$ cat src/rtl/bira_ctrl.sv
// bira_ctrl: built-in redundancy analysis controller that sorts BIST faults into pivot / non-pivot CAMs
// and sequences the external analyzer handshake.
module bira_ctrl #(
  parameter int PCAM  = 8,
  parameter int NPCAM = 30
) (
  input  logic       clk,
  input  logic       rst,
  input  logic [1:0] spare_struct,
  input  logic       fault_detect,
  input  logic [9:0] row_add_in,
  input  logic [9:0] col_add_in,
  input  logic [1:0] bank_in,
  input  logic       test_end,
  output logic       pcam_we,
  output logic [2:0] pcam_idx,
  output logic       npcam_we,
  output logic [4:0] npcam_idx,
  output logic [2:0] npcam_ptr,
  output logic       npcam_ptr_col,
  output logic [9:0] wr_row,
  output logic [9:0] wr_col,
  output logic [1:0] wr_bank,
  output logic       ana_start,
  input  logic       ana_done,
  input  logic       ana_repair,
  output logic       early_term,
  output logic       repair,
  output logic       done
);
  localparam logic [1:0] COLLECT = 2'd0, ANALYZE = 2'd1, WAIT = 2'd2, DONE = 2'd3;
  localparam int PW = $clog2(PCAM + 1);
  localparam int NW = $clog2(NPCAM + 1);
  localparam int IW = $clog2(PCAM);
  logic [1:0] state;
  logic [PCAM-1:0] p_val;
  logic [9:0] p_row [PCAM];
  logic [9:0] p_col [PCAM];
  logic [1:0] p_bank [PCAM];
  logic [PW-1:0] pivot_cnt, limit;
  logic [NW-1:0] npivot_cnt;
  logic [IW-1:0] slot;
  logic [3:0] raw_lim;
  logic exact, row_hit, col_hit, is_np, live, term;
  logic [2:0] row_idx, col_idx;
  assign raw_lim = spare_struct == 2'd3 ? 4'd8 : 4'd4 + {2'b00, spare_struct};
  assign limit = int'(raw_lim) > PCAM ? PW'(PCAM) : PW'(raw_lim);
  assign slot = IW'(pivot_cnt);
  // Scan high to low so the lowest matching pivot index is the one left standing.
  always_comb begin
    exact = 1'b0;
    row_hit = 1'b0;
    col_hit = 1'b0;
    row_idx = '0;
    col_idx = '0;
    for (int i = PCAM - 1; i >= 0; i--) begin
      if (p_val[i] && p_bank[i] == bank_in) begin
        if (p_row[i] == row_add_in && p_col[i] == col_add_in) exact = 1'b1;
        if (p_row[i] == row_add_in) begin
          row_hit = 1'b1;
          row_idx = 3'(i);
        end
        if (p_col[i] == col_add_in) begin
          col_hit = 1'b1;
          col_idx = 3'(i);
        end
      end
    end
  end
  assign is_np = row_hit | col_hit;
  assign live = state == COLLECT && fault_detect && !exact;
  assign term = live && (is_np ? npivot_cnt >= NW'(NPCAM) : pivot_cnt >= limit);
  always_ff @(posedge clk or posedge rst) begin
    if (rst) begin
      state <= COLLECT;
      p_val <= '0;
      for (int i = 0; i < PCAM; i++) begin
        p_row[i] <= '0;
        p_col[i] <= '0;
        p_bank[i] <= '0;
      end
      pivot_cnt <= '0;
      npivot_cnt <= '0;
      pcam_we <= 1'b0;
      pcam_idx <= '0;
      npcam_we <= 1'b0;
      npcam_idx <= '0;
      npcam_ptr <= '0;
      npcam_ptr_col <= 1'b0;
      wr_row <= '0;
      wr_col <= '0;
      wr_bank <= '0;
      ana_start <= 1'b0;
      early_term <= 1'b0;
      repair <= 1'b0;
      done <= 1'b0;
    end else begin
      pcam_we <= 1'b0;
      npcam_we <= 1'b0;
      ana_start <= 1'b0;
      if (state == COLLECT) begin
        if (live && !term) begin
          wr_row <= row_add_in;
          wr_col <= col_add_in;
          wr_bank <= bank_in;
          if (is_np) begin
            npcam_we <= 1'b1;
            npcam_idx <= 5'(npivot_cnt);
            npcam_ptr <= row_hit ? row_idx : col_idx;
            npcam_ptr_col <= !row_hit;
            npivot_cnt <= npivot_cnt + 1'b1;
          end else begin
            pcam_we <= 1'b1;
            pcam_idx <= 3'(pivot_cnt);
            p_val[slot] <= 1'b1;
            p_row[slot] <= row_add_in;
            p_col[slot] <= col_add_in;
            p_bank[slot] <= bank_in;
            pivot_cnt <= pivot_cnt + 1'b1;
          end
        end
        if (term) begin
          early_term <= 1'b1;
          repair <= 1'b0;
          done <= 1'b1;
          state <= DONE;
        end else if (test_end) begin
          ana_start <= 1'b1;
          state <= ANALYZE;
        end
      end else if (state == ANALYZE) begin
        state <= WAIT;
      end else if (state == WAIT && ana_done) begin
        repair <= ana_repair;
        done <= 1'b1;
        state <= DONE;
      end
    end
  end
endmodule
$ cat config.mk
export PLATFORM = sky130hd
export DESIGN_NAME = bira_ctrl
export DESIGN_NICKNAME = d
export VERILOG_FILES = /design/src/rtl/bira_ctrl.sv
export SDC_FILE = /design/constraint.sdc
export NUM_CORES = 1
export LEC_CHECK = 0
export BUFFER_PORTS_ARGS = -buffer_cell sky130_fd_sc_hd__buf_2
export CORE_UTILIZATION = 60
export DETAILED_ROUTE_END_ITERATION = 8
export PLACE_DENSITY_LB_ADDON = 0.3
export SYNTH_ARGS = -nofsm -noshare
export SYNTH_HDL_FRONTEND = slang
export SYNTH_SLANG_ARGS = --single-unit
$ cat constraint.sdc
create_clock -name clk -period 11.5 [get_ports clk]
set_input_delay 2.875 -clock clk [delete_from_list [all_inputs] [get_ports clk]]
set_output_delay 2.875 -clock clk [all_outputs]
set_load 0.03 [all_outputs]
After elaboration in Yosys (flattened, before gate mapping)
Index checks and enable logic that the tools add are counted.

word-level totals
  bits in registers = 235
  input port bits = 30
  output and inout port bits = 40
  word-level logic and storage cells = 235

operators by class
  add/subtract/negate cells = 3
  magnitude comparators = 7
  eq/ne operators = 30
  multiplexer cells = 115
  bitwise logic cells = 4
  reductions and logical operators = 35

operator list
  kind                   count
  $bwmux W80             2
  $eq A10 B10 Y1         16
  $mux W3                33
  $mux W1                67
  $demux W10 S3          1
  $logic_and A1 B1 Y1    23
  $bwmux W16             1
  $eq A2 B2 Y1           8
  $mux W2                6
  $mux W10               1
  $reduce_and A3 Y1      3
  $mux W4                2
  $or A8 B8 Y8           1
  $demux W2 S3           1
  $reduce_and A2 Y1      3
  $add A5 B1 Y5 const B  1
  $ge A5 B5 Y1 const B   1
  $add A3 B2 Y4 const A  1
  $add A4 B1 Y4 const B  1
  $eq A2 B2 Y1 const B   2
  $ge A4 B4 Y1           1
  $ge A4 B4 Y1 const B   1
  $gt A4 B4 Y1 const B   1
  $lt A3 B4 Y1 const B   1
  13 further kinds       16

Longest topological paths before layout
Gate-level depths: netlist (run 1).

  depth in word-level cells = 25
  mapped depth = 12
  mapped depth without buffers = 9

Least setup slack after synthesis (run 1)
Ideal clock, no wire load.

  kind = input -> register
  start = in bank_in[1]
  end = reg p_bank[12] (netlist bit)
  setup time = 0.125 ns
  arrival time = 5.240 ns
  required time = 11.375 ns
  setup slack = 6.136 ns
  cell stages on the path = 12
  buffers on the path = 4
  cells stage by stage = buf_4 > buf_4 > xnor2_1 > and3_4 > nand4_1 > nand4_1 > nor4_4 > nand4_4 > buf_2 > nor2_2 > buf_4 > mux2_2

on the way
  word-level cells in the longest chain between the ends = 23
  elaborated cells on any way between the ends = 70
  classes of those cells = 8 x eq/ne; 46 x mux; 2 x bitwise; 14 x reduce/logical

ends and longest elaborated chain
  element                                           line        text
  start: declaration                                13          input logic [1:0] bank_in,
  $eq A2 B2 Y1                                      57          if (p_val[i] && p_bank[i] == bank_in) begin
  $logic_and A1 B1 Y1                               57
  $mux W1                                           57
  $mux W1, on equally long branches                 59, 58, 63
  $mux W1                                           57
  $mux W1, on equally long branches                 59, 58, 63
  $mux W1                                           57
  $mux W1, on equally long branches                 59, 58, 63
  (+7 left out)                                     -
  $mux W1, on equally long branches                 59, 58, 63
  $mux W1                                           57
  $or A1 B1 Y1 or $logic_not A1 Y1 (tied branches)  70, 71
  $mux W1 or $logic_and A1 B1 Y1 (tied branches)    72, 71
  $logic_and A1 B1 Y1                               72          assign term = live && (is_np ? npivot_cnt >= NW'(NPCAM) : pivot_cnt >= limit);
  $logic_not A1 Y1                                  102         if (live && !term) begin
  $logic_and A1 B1 Y1                               102
  $reduce_and A3 Y1 (no line) *                     -
  end signal: indexed assignment                    118         p_bank[slot] <= bank_in;
  end: declaration                                  39          logic [1:0] p_bank [PCAM];

Mark *: on every way between the ends. The rest lies on a longest branch, timed or not.
A chain may end at the register's enable or synchronous reset.

Worst setup path in the final report (run 1)
  start = in bank_in[0]
  end = reg p_row[32] (netlist bit)

on the way
  word-level cells in the longest chain between the ends = 23
  elaborated cells on any way between the ends = 70
  classes of those cells = 8 x eq/ne; 46 x mux; 2 x bitwise; 14 x reduce/logical

ends and longest elaborated chain
  element                                           line        text
  $eq A2 B2 Y1                                      57
  $logic_and A1 B1 Y1                               57
  $mux W1                                           57
  $mux W1, on equally long branches                 59, 58, 63
  $mux W1                                           57
  $mux W1, on equally long branches                 59, 58, 63
  $mux W1                                           57
  $mux W1, on equally long branches                 59, 58, 63
  (+7 left out)                                     -
  $mux W1, on equally long branches                 59, 58, 63
  $mux W1                                           57
  $or A1 B1 Y1 or $logic_not A1 Y1 (tied branches)  70, 71
  $mux W1 or $logic_and A1 B1 Y1 (tied branches)    72, 71
  $logic_and A1 B1 Y1                               72
  $logic_not A1 Y1                                  102
  $logic_and A1 B1 Y1                               102
  $reduce_and A3 Y1 (no line) *                     -
  end signal: indexed assignment                    116         p_row[slot] <= row_add_in;
  end: declaration                                  37          logic [9:0] p_row [PCAM];

Marked as above.

==> results.tsv, run 1 <==
metric	value	unit
outcome	complete, no violations	
die_width	143.0	um
grt_max_degree	122	
startpoint	bank_in[0]	
cts_buffer_depth	3	
report.final.slew_viol_count	0	
via_per_inst	5.755	
hold_class	reg -> reg	
leakage	6.449	nW
met1_usage	36.96	%
rsz0062_at_grt	false	
rows	51	
synthCells	958	
dp_hpwl	16620	um
critPathTopFamily	simple AND/OR/NAND/NOR gates	
ir_drop	104.0	uV
gr-usage-met2	40.05	%
ys_types	50	
overflow	0	
area.growth.synth_to_final	9.548	%
clock-skew-final	0.01007	ns
clock_latency	0.52	ns
dr.pass1.iters	4	
critPathMaxStageDelay	1.11	ns
fillCellCount	1426	
holdBufCountCts	0	
maxCapViolations	0	
clkSinkCount	235	
r2r_setup_slack	7.43	ns
die_area	20440	um2
cp_cell_sequence	buf_2 > xnor2_1 > nand3_1 > or4_1 > o22ai_1 > nor4_2 > nand4_4 > nor3b_4 > mux2_2	
grt-busiest-layer	met2	
cts_root_buffer	clkbuf_16	
cp.required	11.90	ns
route.detailed.drc	0	
start_kind	input pin	
synth_top_area_share	49.31	%
cts.reportedPaths.clkPinSlew	0.06	ns
maxSlewHeadroom	16.90	%
max_clock_freq	163.0	MHz
drive_gt1_share	34.22	%
port_buffers	69	
critPathMaxFanout	23	
syn_nets	995	
critical_path_class	in -> reg	
cts_setup_buffers	0	
min_from	early_term$_DFFE_PP0P_	
wl	24710	um
diodes	0	
syn_area	11930	um2
setup_tns	0	ns
setup_viol	0	
dp_slack	4.862	ns
ys_warn_count	0	
antenna_found_initial	0	
wl_per_cell	19.36	um
grt_pass1_wl	40050	um
fin_nets	1031	
gp_congestion	0.8659	
synth-seq-cells	235	
worstMarginPinSlew	1.245	ns
die_h	143.0	um
placeableCoreArea	19460	um2
synth_area_leaders	dfrtp_1, mux2_2, xnor2_1, xor2_1, nand4_1	
vias	7343	
synth_top_area_cell	dfrtp_1	
cts_resized	0	
finalHoldViolCount	0	
cts_buffers	24	
path_buf_inv	1	
grtUsageTotal	25.56	%
yosysSeqAreaShare	49.31	%
power_density	129.0	nW/um2
cts_tree	done	
initial_core_util	61.27	%
drt_iter0_drc	348	
end_kind	flop	
critical_path.slowest_cell	nor3b_4	
ant_nets	0	
min_period	6.135	ns
worstPathArrival	6.53	ns
period_share	53.35	%
grt_pass1_vias	7370	
met3_usage	3.622	%
fin_ws	5.365	ns
r2r_start	pivot_cnt[0]$_DFFE_PP0P_	
cts_htree_levels	1	
syn_area_per_cell	12.45	um2
io_pins	70	
## report_power, final
group | total [mW] | switching (mW) | leakage (nW) | internal, mW
combinational | 0.0918 | 0.0666 | 2.81 | 0.0252
clock | 0.766 | 0.320 | 0.380 | 0.445
sequential | 0.827 | 0.000137 | 3.26 | 0.827
## flip-flops by register name, summed over array words and instances (netlist names)
name           cells
ana_start          1
done               1
early_term         1
npcam_idx          5
npcam_ptr          3
npcam_ptr_col      1
npcam_we           1
npivot_cnt         5
p_bank            16
p_col             80
p_row             80
p_val              8
pcam_idx           3
pcam_we            1
pivot_cnt          4
repair             1
state              2
wr_bank            2
wr_col            10
wr_row            10
## area by class of cell
cell class	count	area [um2]	area share, %
clock inverter	10	82.58	0.6321
tap	265	331.6	2.538
multi-input combinational	644	5615	42.98
clock buffer	33	695.7	5.325
inverter	12	52.55	0.4023
sequential	235	5881	45.01
timing repair buffer	77	405.4	3.103
## cell usage after synthesis, drive strengths merged
cell	count
inv	12
o2bb2ai	1
o21a	1
nor2b	1
o2111ai	1
o22ai	6
xnor2	92
nor3	7
dfrtp	235
nor4	37
o22a	1
or3	2
o211a	1
nand2b	5
nand3	21
nand2	28
or2	8
a31oi	1
o32ai	1
a21o	2
nor3b	3
a31o	1
clkbuf	3
buf	64
a21oi	6
xor2	91
ha	7
nor2	31
and4	3
nand4	45
mux2i	3
and2	3
nand4bb	1
o21ai	6
and3	8
o32a	1
mux2	209
or4	10
## metrics by stage
stage	std cells	power (mW)	instance area (um2)	utilization, %	hold slack, ns
floorplan	958	0.9149	11930	-	0.4392
global placement	1233	0.9335	12290	63.12	0.4447
detailed placement	1233	0.9346	12290	63.12	0.4513
CTS	1276	1.695	13060	67.12	0.4664
global route	1276	1.742	13060	67.12	0.4905
finish	1276	1.685	13060	67.12	0.4647
## worst paths after layout
path	to	depth (start not counted)
worst max register to register	p_row[32]$_DFFE_PP0P_	9
max in group asynchronous	p_col[20]$_DFFE_PP0P_	3
min in group asynchronous	wr_col[5]$_DFFE_PP0P_	2
worst min register to register	early_term$_DFFE_PP0P_	1
worst min-delay path	early_term$_DFFE_PP0P_	1
worst max-delay path	p_row[32]$_DFFE_PP0P_	9
## cells in the final DEF (no fill, tap or decap), types with 2 or more instances in the layout
| cell type | n |
|---|---|
| nor4_1 | 35 |
| nor3_1 | 4 |
| o22ai_1 | 6 |
| xnor2_1 | 92 |
| and4_1 | 3 |
| clkbuf_16 | 25 |
| nor2_2 | 3 |
| clkbuf_8 | 4 |
| mux2_2 | 190 |
| or3_1 | 2 |
| a21oi_1 | 6 |
| buf_2 | 69 |
| or4_1 | 10 |
| clkinv_2 | 6 |
| nor2_1 | 28 |
| ha_1 | 7 |
| nand2_1 | 28 |
| mux2_4 | 18 |
| mux2i_1 | 3 |
| inv_1 | 11 |
| clkinvlp_4 | 3 |
| dfrtp_1 | 235 |
| xor2_1 | 91 |
| nand2b_1 | 5 |
| buf_4 | 8 |
| nor3b_4 | 2 |
| nand3_1 | 21 |
| o21ai_0 | 6 |
| or2_2 | 8 |
| clkbuf_1 | 4 |
| and3_1 | 7 |
| nor3_4 | 3 |
| a21o_1 | 2 |
| nand4_1 | 44 |
| and2_1 | 2 |
## routing by layer
layer  vias to the layer above  share of wire, %
met5                         -                 0
met4                         0               2.5
met3                        44               4.8
met2                       179                46
met1                      3699                47
li1                       3421                 -
## cells by family (layout without fill, tap and decap cells)
group                      count (synthesis)  in the layout  share of synthesized area, %
buffers and inverters                     79            132                         3.882
muxes                                    212            212                         20.55
DFF                                      235            235                         49.31
adders and majority gates                  7              7                        0.7344
AOI/OAI and AO/OA                         29             29                         1.595
xor gates and xnor gates                 183            183                         13.44
and+or+nand+nor                          213            213                         10.48
Note: power is estimated with default switching activity, not from simulation.
==> inputs of run 2 (changes only) <==
--- a/config.mk
+++ b/config.mk
@@ -6,7 +6,7 @@
 export NUM_CORES = 1
 export LEC_CHECK = 0
 export BUFFER_PORTS_ARGS = -buffer_cell sky130_fd_sc_hd__buf_2
-export CORE_UTILIZATION = 60
+export CORE_UTILIZATION = 55
 export DETAILED_ROUTE_END_ITERATION = 8
 export PLACE_DENSITY_LB_ADDON = 0.3
 export SYNTH_ARGS = -nofsm -noshare
==> constraint.sdc (replaced) <==
create_clock -name clk -period 5.3 [get_ports clk]
set_input_delay 1.325 -clock clk [delete_from_list [all_inputs] [get_ports clk]]
set_output_delay 1.325 -clock clk [all_outputs]
set_load 0.03 [all_outputs]
==> run 2 against run 1 <==
Clock power up 130%. First-iteration DRC count increased by 31%. Via count is 0.18% higher. Wire length decreased by 0.40%. Clock-buffer cell count decreased by 1. Cell area increased by 0.94%. Critical path type unchanged. Highest routed layer unchanged.
==> results.tsv, run 2 (same netlist as run 1, synthesis figures left out) <==
metric	value	unit	change
via_per_inst	5.698		was 5.755
reg2reg_depth	10		was 9
holdBufCountCts	0		unchanged
fillCellCount	1649		was 1,426
r2r_setup_slack	1.78	ns	was 7.43 ns
critPathMaxStageDelay	0.57	ns	was 1.11 ns
min_period	4.052	ns	
io_pins	70		unchanged
die_area	22280	um2	was 20,440 um2
overflow	0		unchanged
switching_share	23.22	%	was 22.97%
p_int	2.916	mW	was 1.298 mW
fin_nets	1035		was 1,031
worstPathArrival	4.45	ns	was 6.53 ns
fin_hold_ws	0.4724	ns	was 0.4647 ns
hold_class	reg -> reg		unchanged
top_regs	p_col (80), p_row (80), p_bank (16)		unchanged
initial_core_util	56.37	%	was 61.27%
vias	7356		was 7,343
p_switching	0.8815	mW	was 0.3870 mW
dp_hpwl	16070	um	was 16,620 um
cp_cell_sequence	buf_2 > xnor2_1 > nand3_1 > or4_1 > o22ai_1 > nor4_2 > nand4_4 > or3_1 > buf_4 > mux2_4		was buf_2 > xnor2_1 > nand3_1 > or4_1 > o22ai_1 > nor4_2 > nand4_4 > nor3b_4 > mux2_2
die_h	149.3	um	was 143.0 um
grt_pass1_vias	7532		was 7,370
final_util	62.34	%	was 67.12%
cts_setup_buffers	0		unchanged
cts_htree_levels	1		unchanged
drt_iter0_drc	455		was 348
power_frac_clock	47.5	%	was 45.5%
p_seq_share	47.3	%	was 49.1%
outcome	complete, no violations		unchanged
die_width	149.3	um	was 143.0 um
end_kind	flop		unchanged
ant_nets	0		unchanged
area.growth.synth_to_final	10.58	%	was 9.548%
start_kind	input pin		unchanged
combPwrFrac	5.2	%	was 5.4%
cts_buffer_depth	3		unchanged
grt_max_degree	175		was 122
setup_tns	0	ns	unchanged
diodes	0		unchanged
clock-skew-final	0.01778	ns	was 0.01007 ns
cts_root_buffer	clkbuf_16		unchanged
maxSlewHeadroom	34.01	%	was 16.90%
cp.required	5.70	ns	was 11.90 ns
critical_path_class	in -> reg		unchanged
rsz0062_at_grt	false		unchanged
clkSinkCount	235		unchanged
maxCapViolations	0		unchanged
critPathMaxFanout	24		was 23
wl_per_cell	19.06	um	was 19.36 um
layout_commonest_cell	dfrtp_1		unchanged
leakage	6.505	nW	was 6.449 nW
placeableCoreArea	21150	um2	was 19,460 um2
wl	24610	um	was 24,710 um
cts.reportedPaths.clkPinSlew	0.07	ns	was 0.06 ns
dr.pass1.iters	4		unchanged
final_cell_mix	dfrtp_1, mux2_2, xnor2_1		unchanged
cts_buffers	25		was 24
grtUsageTotal	23.28	%	was 25.56%
critical_path.slowest_cell	nor4_2		was nor3b_4
power_density	288.0	nW/um2	was 129.0 nW/um2
period_share	76.45	%	
ir_drop	215.8	uV	was 104.0 uV
cts_tree	done		unchanged
cts_resized	0		unchanged
report.final.slew_viol_count	0		unchanged
drive_gt1_share	34.94	%	was 34.22%
max_clock_freq	246.8	MHz	
holdPathStages	1		unchanged
worstMarginPinSlew	0.9898	ns	was 1.245 ns
met3_usage	3.058	%	was 3.622%
gp_congestion	0.8587		was 0.8659
route.detailed.drc	0		unchanged
antenna_found_initial	0		unchanged
setup_viol	0		unchanged
port_buffers	69		unchanged
grt_pass1_wl	40450	um	was 40,050 um
grt-busiest-layer	met2		unchanged
met1_usage	33.00	%	was 36.96%
gr-usage-met2	37.42	%	was 40.05%
finalHoldViolCount	0		unchanged
rows	53		was 51
clock_latency	0.53	ns	was 0.52 ns
## run 2: area by class of cell
type / instances / area [um2] / area share, %
sequential: 235 / 5881 / 44.60
multi-input combinational: 644 / 5609 / 42.54
clock buffer: 32 / 721.9 / 5.475
timing repair buffer: 80 / 440.4 / 3.340
tap: 275 / 344.1 / 2.609
clock inverter: 13 / 141.4 / 1.072
inverter: 12 / 48.80 / 0.3701
## run 2: worst paths after layout
kind                                           from                      to
min in group asynchronous                       rst   wr_col[4]$_DFFE_PP0P_
min reg2reg                  early_term$_DFFE_PP0P_  early_term$_DFFE_PP0P_
min                          early_term$_DFFE_PP0P_  early_term$_DFFE_PP0P_
max                                      bank_in[0]    p_row[3]$_DFFE_PP0P_
max in group asynchronous                       rst   p_row[41]$_DFFE_PP0P_
max reg2reg                pivot_cnt[0]$_DFFE_PP0P_    p_row[3]$_DFFE_PP0P_
## run 2: power groups by stage
stage	Combinational (mW)	Sequential [mW]	Clock (mW)
6_report	0.198	1.79	1.80
3_3_place_gp	0.197	1.83	0
2_1_floorplan	0.156	1.83	0
3_5_place_dp	0.199	1.83	0
4_1_cts	0.200	1.79	1.84
5_1_grt	0.220	1.79	1.92
## run 2: per-layer routing
metal	up-vias	part of all wire, %
met3	49	3.8
met5	-	0
met4	0	2.6
li1	3443	-
met1	3706	47
met2	158	46
## run 2: per-stage QoR
step                      std cells  instance area, um2  power, mW  worst slack [ns]
after floorplan                 958               11930      1.986            0.8971
after detailed placement       1246               12320      2.027            0.7770
after CTS                      1291               13190      3.832             1.312
after global placement         1246               12320      2.025            0.8664
final                          1291               13190      3.797             1.248
after global routing           1291               13190      3.932             1.093
## run 2: critical path, delay by kind of cell
family / cells / cell delay, ns
AOI/OAI and AO/OA: 1 / 0.10
xor gates and xnor gates: 1 / 0.15
buffers and inverters: 2 / 0.61
muxes: 1 / 0.34
and+or+nand+nor: 5 / 1.90
==> inputs of run 3 (changes only) <==
--- a/config.mk
+++ b/config.mk
@@ -6,7 +6,7 @@
 export NUM_CORES = 1
 export LEC_CHECK = 0
 export BUFFER_PORTS_ARGS = -buffer_cell sky130_fd_sc_hd__buf_2
-export CORE_UTILIZATION = 55
+export CORE_UTILIZATION = 60
 export DETAILED_ROUTE_END_ITERATION = 8
 export PLACE_DENSITY_LB_ADDON = 0.3
 export SYNTH_ARGS = -nofsm -noshare
==> constraint.sdc (replaced) <==
create_clock -name clk -period 4 [get_ports clk]
set_input_delay 1 -clock clk [delete_from_list [all_inputs] [get_ports clk]]
set_output_delay 1 -clock clk [all_outputs]
set_load 0.03 [all_outputs]
==> run 3 against run 2 <==
Critical path depth grew 2. First-iteration DRC count grew 1.1%. Register-to-register slack got worse by 1.1 ns. Non-clock buffer count increased by 24. Clock-buffer cell count up 6. Sequential cell count did not move. Total power grew 27%. Die area shrank 8.2%. Via count grew 3.4%. Worst setup slack got worse by 0.74 ns. Largest cell class unchanged. Largest power group is now registers.
==> results.tsv, run 3 (same netlist as run 1, synthesis figures left out) <==
metric	value	unit	change
outcome	complete, no violations		unchanged
top_regs	p_col (80), p_row (80), p_bank (16)		unchanged
holdBufCountCts	0		unchanged
cp.required	4.40	ns	was 5.70 ns
initial_core_util	61.27	%	was 56.37%
hold_class	reg -> reg		unchanged
p_int	3.721	mW	was 2.916 mW
die_h	143.0	um	was 149.3 um
power_density	361.2	nW/um2	was 288.0 nW/um2
fin_hold_ws	0.4774	ns	was 0.4724 ns
critical_path_class	in -> reg		unchanged
maxCapViolations	0		unchanged
leakage	6.618	nW	was 6.505 nW
vias	7606		was 7,356
cts.reportedPaths.clkPinSlew	0.06	ns	was 0.07 ns
start_kind	input pin		unchanged
max_clock_freq	286.8	MHz	
overflow	0		unchanged
wl	25220	um	was 24,610 um
drive_gt1_share	35.71	%	was 34.94%
worstPathArrival	3.89	ns	was 4.45 ns
finalPower	4.839	mW	was 3.797 mW
cts_tree	done		unchanged
p_switching	1.118	mW	was 0.8815 mW
report.final.slew_viol_count	0		unchanged
wl_per_cell	19.34	um	was 19.06 um
diodes	0		unchanged
combPwrFrac	5.7	%	was 5.2%
gp_congestion	0.8634		was 0.8587
ir_drop	304.7	uV	was 215.8 uV
clock_latency	0.52	ns	was 0.53 ns
die_area	20440	um2	was 22,280 um2
cts_htree_levels	1		unchanged
ant_nets	0		unchanged
cts_root_buffer	clkbuf_16		unchanged
cts_setup_buffers	0		unchanged
io_pins	70		unchanged
drt_iter0_drc	460		was 455
placeableCoreArea	19460	um2	was 21,150 um2
grtUsageTotal	26.21	%	was 23.28%
grt_pass1_wl	41200	um	was 40,450 um
grt_max_degree	159		was 175
final_util	68.83	%	was 62.34%
p_seq_share	49.2	%	was 47.3%
maxSlewHeadroom	41.05	%	was 34.01%
rsz0062_at_grt	false		unchanged
cts_buffers	25		unchanged
end_kind	flop		unchanged
dp_hpwl	16950	um	was 16,070 um
route.detailed.drc	0		unchanged
critPathMaxFanout	23		was 24
min_period	3.487	ns	
die_width	143.0	um	was 149.3 um
antenna_found_initial	0		unchanged
dr.pass1.iters	5		was 4
final_cell_count_no_fill	1304		was 1,291
via_per_inst	5.833		was 5.698
area.growth.synth_to_final	12.34	%	was 10.58%
final_cell_mix	dfrtp_1, mux2_2, xnor2_1		unchanged
layout_commonest_cell	dfrtp_1		unchanged
setup_viol	0		unchanged
clkSinkCount	235		unchanged
place_inst	1260		was 1,246
fin_nets	1059		was 1,035
cts_buffer_depth	3		unchanged
worstMarginPinSlew	0.8842	ns	was 0.9898 ns
grt_pass1_vias	7622		was 7,532
finalHoldViolCount	0		unchanged
period_share	87.18	%	
clock-skew-final	0.01117	ns	was 0.01778 ns
switching_share	23.10	%	was 23.22%
power_frac_clock	45.1	%	was 47.5%
cts_resized	0		unchanged
rows	51		was 53
port_buffers	69		unchanged
==> run 3: routing by layer <==
metal  GRT usage, %  vias to the layer above  part of all wire (%)
met1          36.53                     3861                    46
met5              0                        -                     0
met2          41.41                      191                    46
li1               -                     3491                     -
met4          9.281                        0                   3.1
met3          4.393                       63                   4.9
==> run 3: worst paths after layout <==
check                                               from  depth (start not counted)                  endpoint  slack, ns
worst max register to register  pivot_cnt[0]$_DFFE_PP0P_                         11     p_row[52]$_DFFE_PP0P_       0.73
worst max-delay path                       col_add_in[9]                         12     p_row[52]$_DFFE_PP0P_       0.51
min in group asynchronous                            rst                          3     p_col[17]$_DFFE_PP0P_       0.62
max in group asynchronous                            rst                          3  npcam_idx[0]$_DFFE_PP0P_       2.58
worst min-delay path                p_val[6]$_DFFE_PP0P_                          1      p_val[6]$_DFFE_PP0P_       0.48
worst min register to register      p_val[6]$_DFFE_PP0P_                          1      p_val[6]$_DFFE_PP0P_       0.48
==> run 3: area by class of cell <==
| cell class | count | area (um2) |
|---|---|---|
| clock buffers | 38 | 734.5 |
| clock inverters | 6 | 33.78 |
| fillers | 1412 | 6066 |
| inverters | 12 | 48.80 |
| multi-input cells | 644 | 5609 |
| flip-flops and latches | 235 | 5881 |
| well taps | 265 | 331.6 |
| repair buffers | 104 | 758.2 |
==> run 3: worst max-delay path, stage by stage <==
cell       delay, ns
buf_2           0.38
buf_4           0.20
xnor2_1         0.07
nand4_1         0.18
nor4_1          0.09
nand4bb_1       0.30
nor4_4          0.46
nand4_4         0.17
buf_12          0.20
nor3_2          0.23
buf_12          0.22
mux2_2          0.35
==> run 3: stage by stage <==
| step | setup slack [ns] | area (um2) | TNS, ns |
|---|---|---|---|
| after floorplan | -0.07789 | 11930 | -18.30 |
| after global routing | 0.4113 | 13400 | 0 |
| after global placement | 0.1142 | 12630 | 0 |
| after CTS | 0.5485 | 13400 | 0 |
| after detailed placement | 0.06405 | 12630 | 0 |
| final | 0.5129 | 13400 | 0 |
==> run 3: power by group through the flow <==
stage	clock [mW]	combinational, mW	sequential (mW)
4_1_cts	2.22	0.279	2.38
6_report	2.18	0.276	2.38
3_3_place_gp	0	0.274	2.42
5_1_grt	2.32	0.307	2.38
3_5_place_dp	0	0.277	2.42
2_1_floorplan	0	0.206	2.42
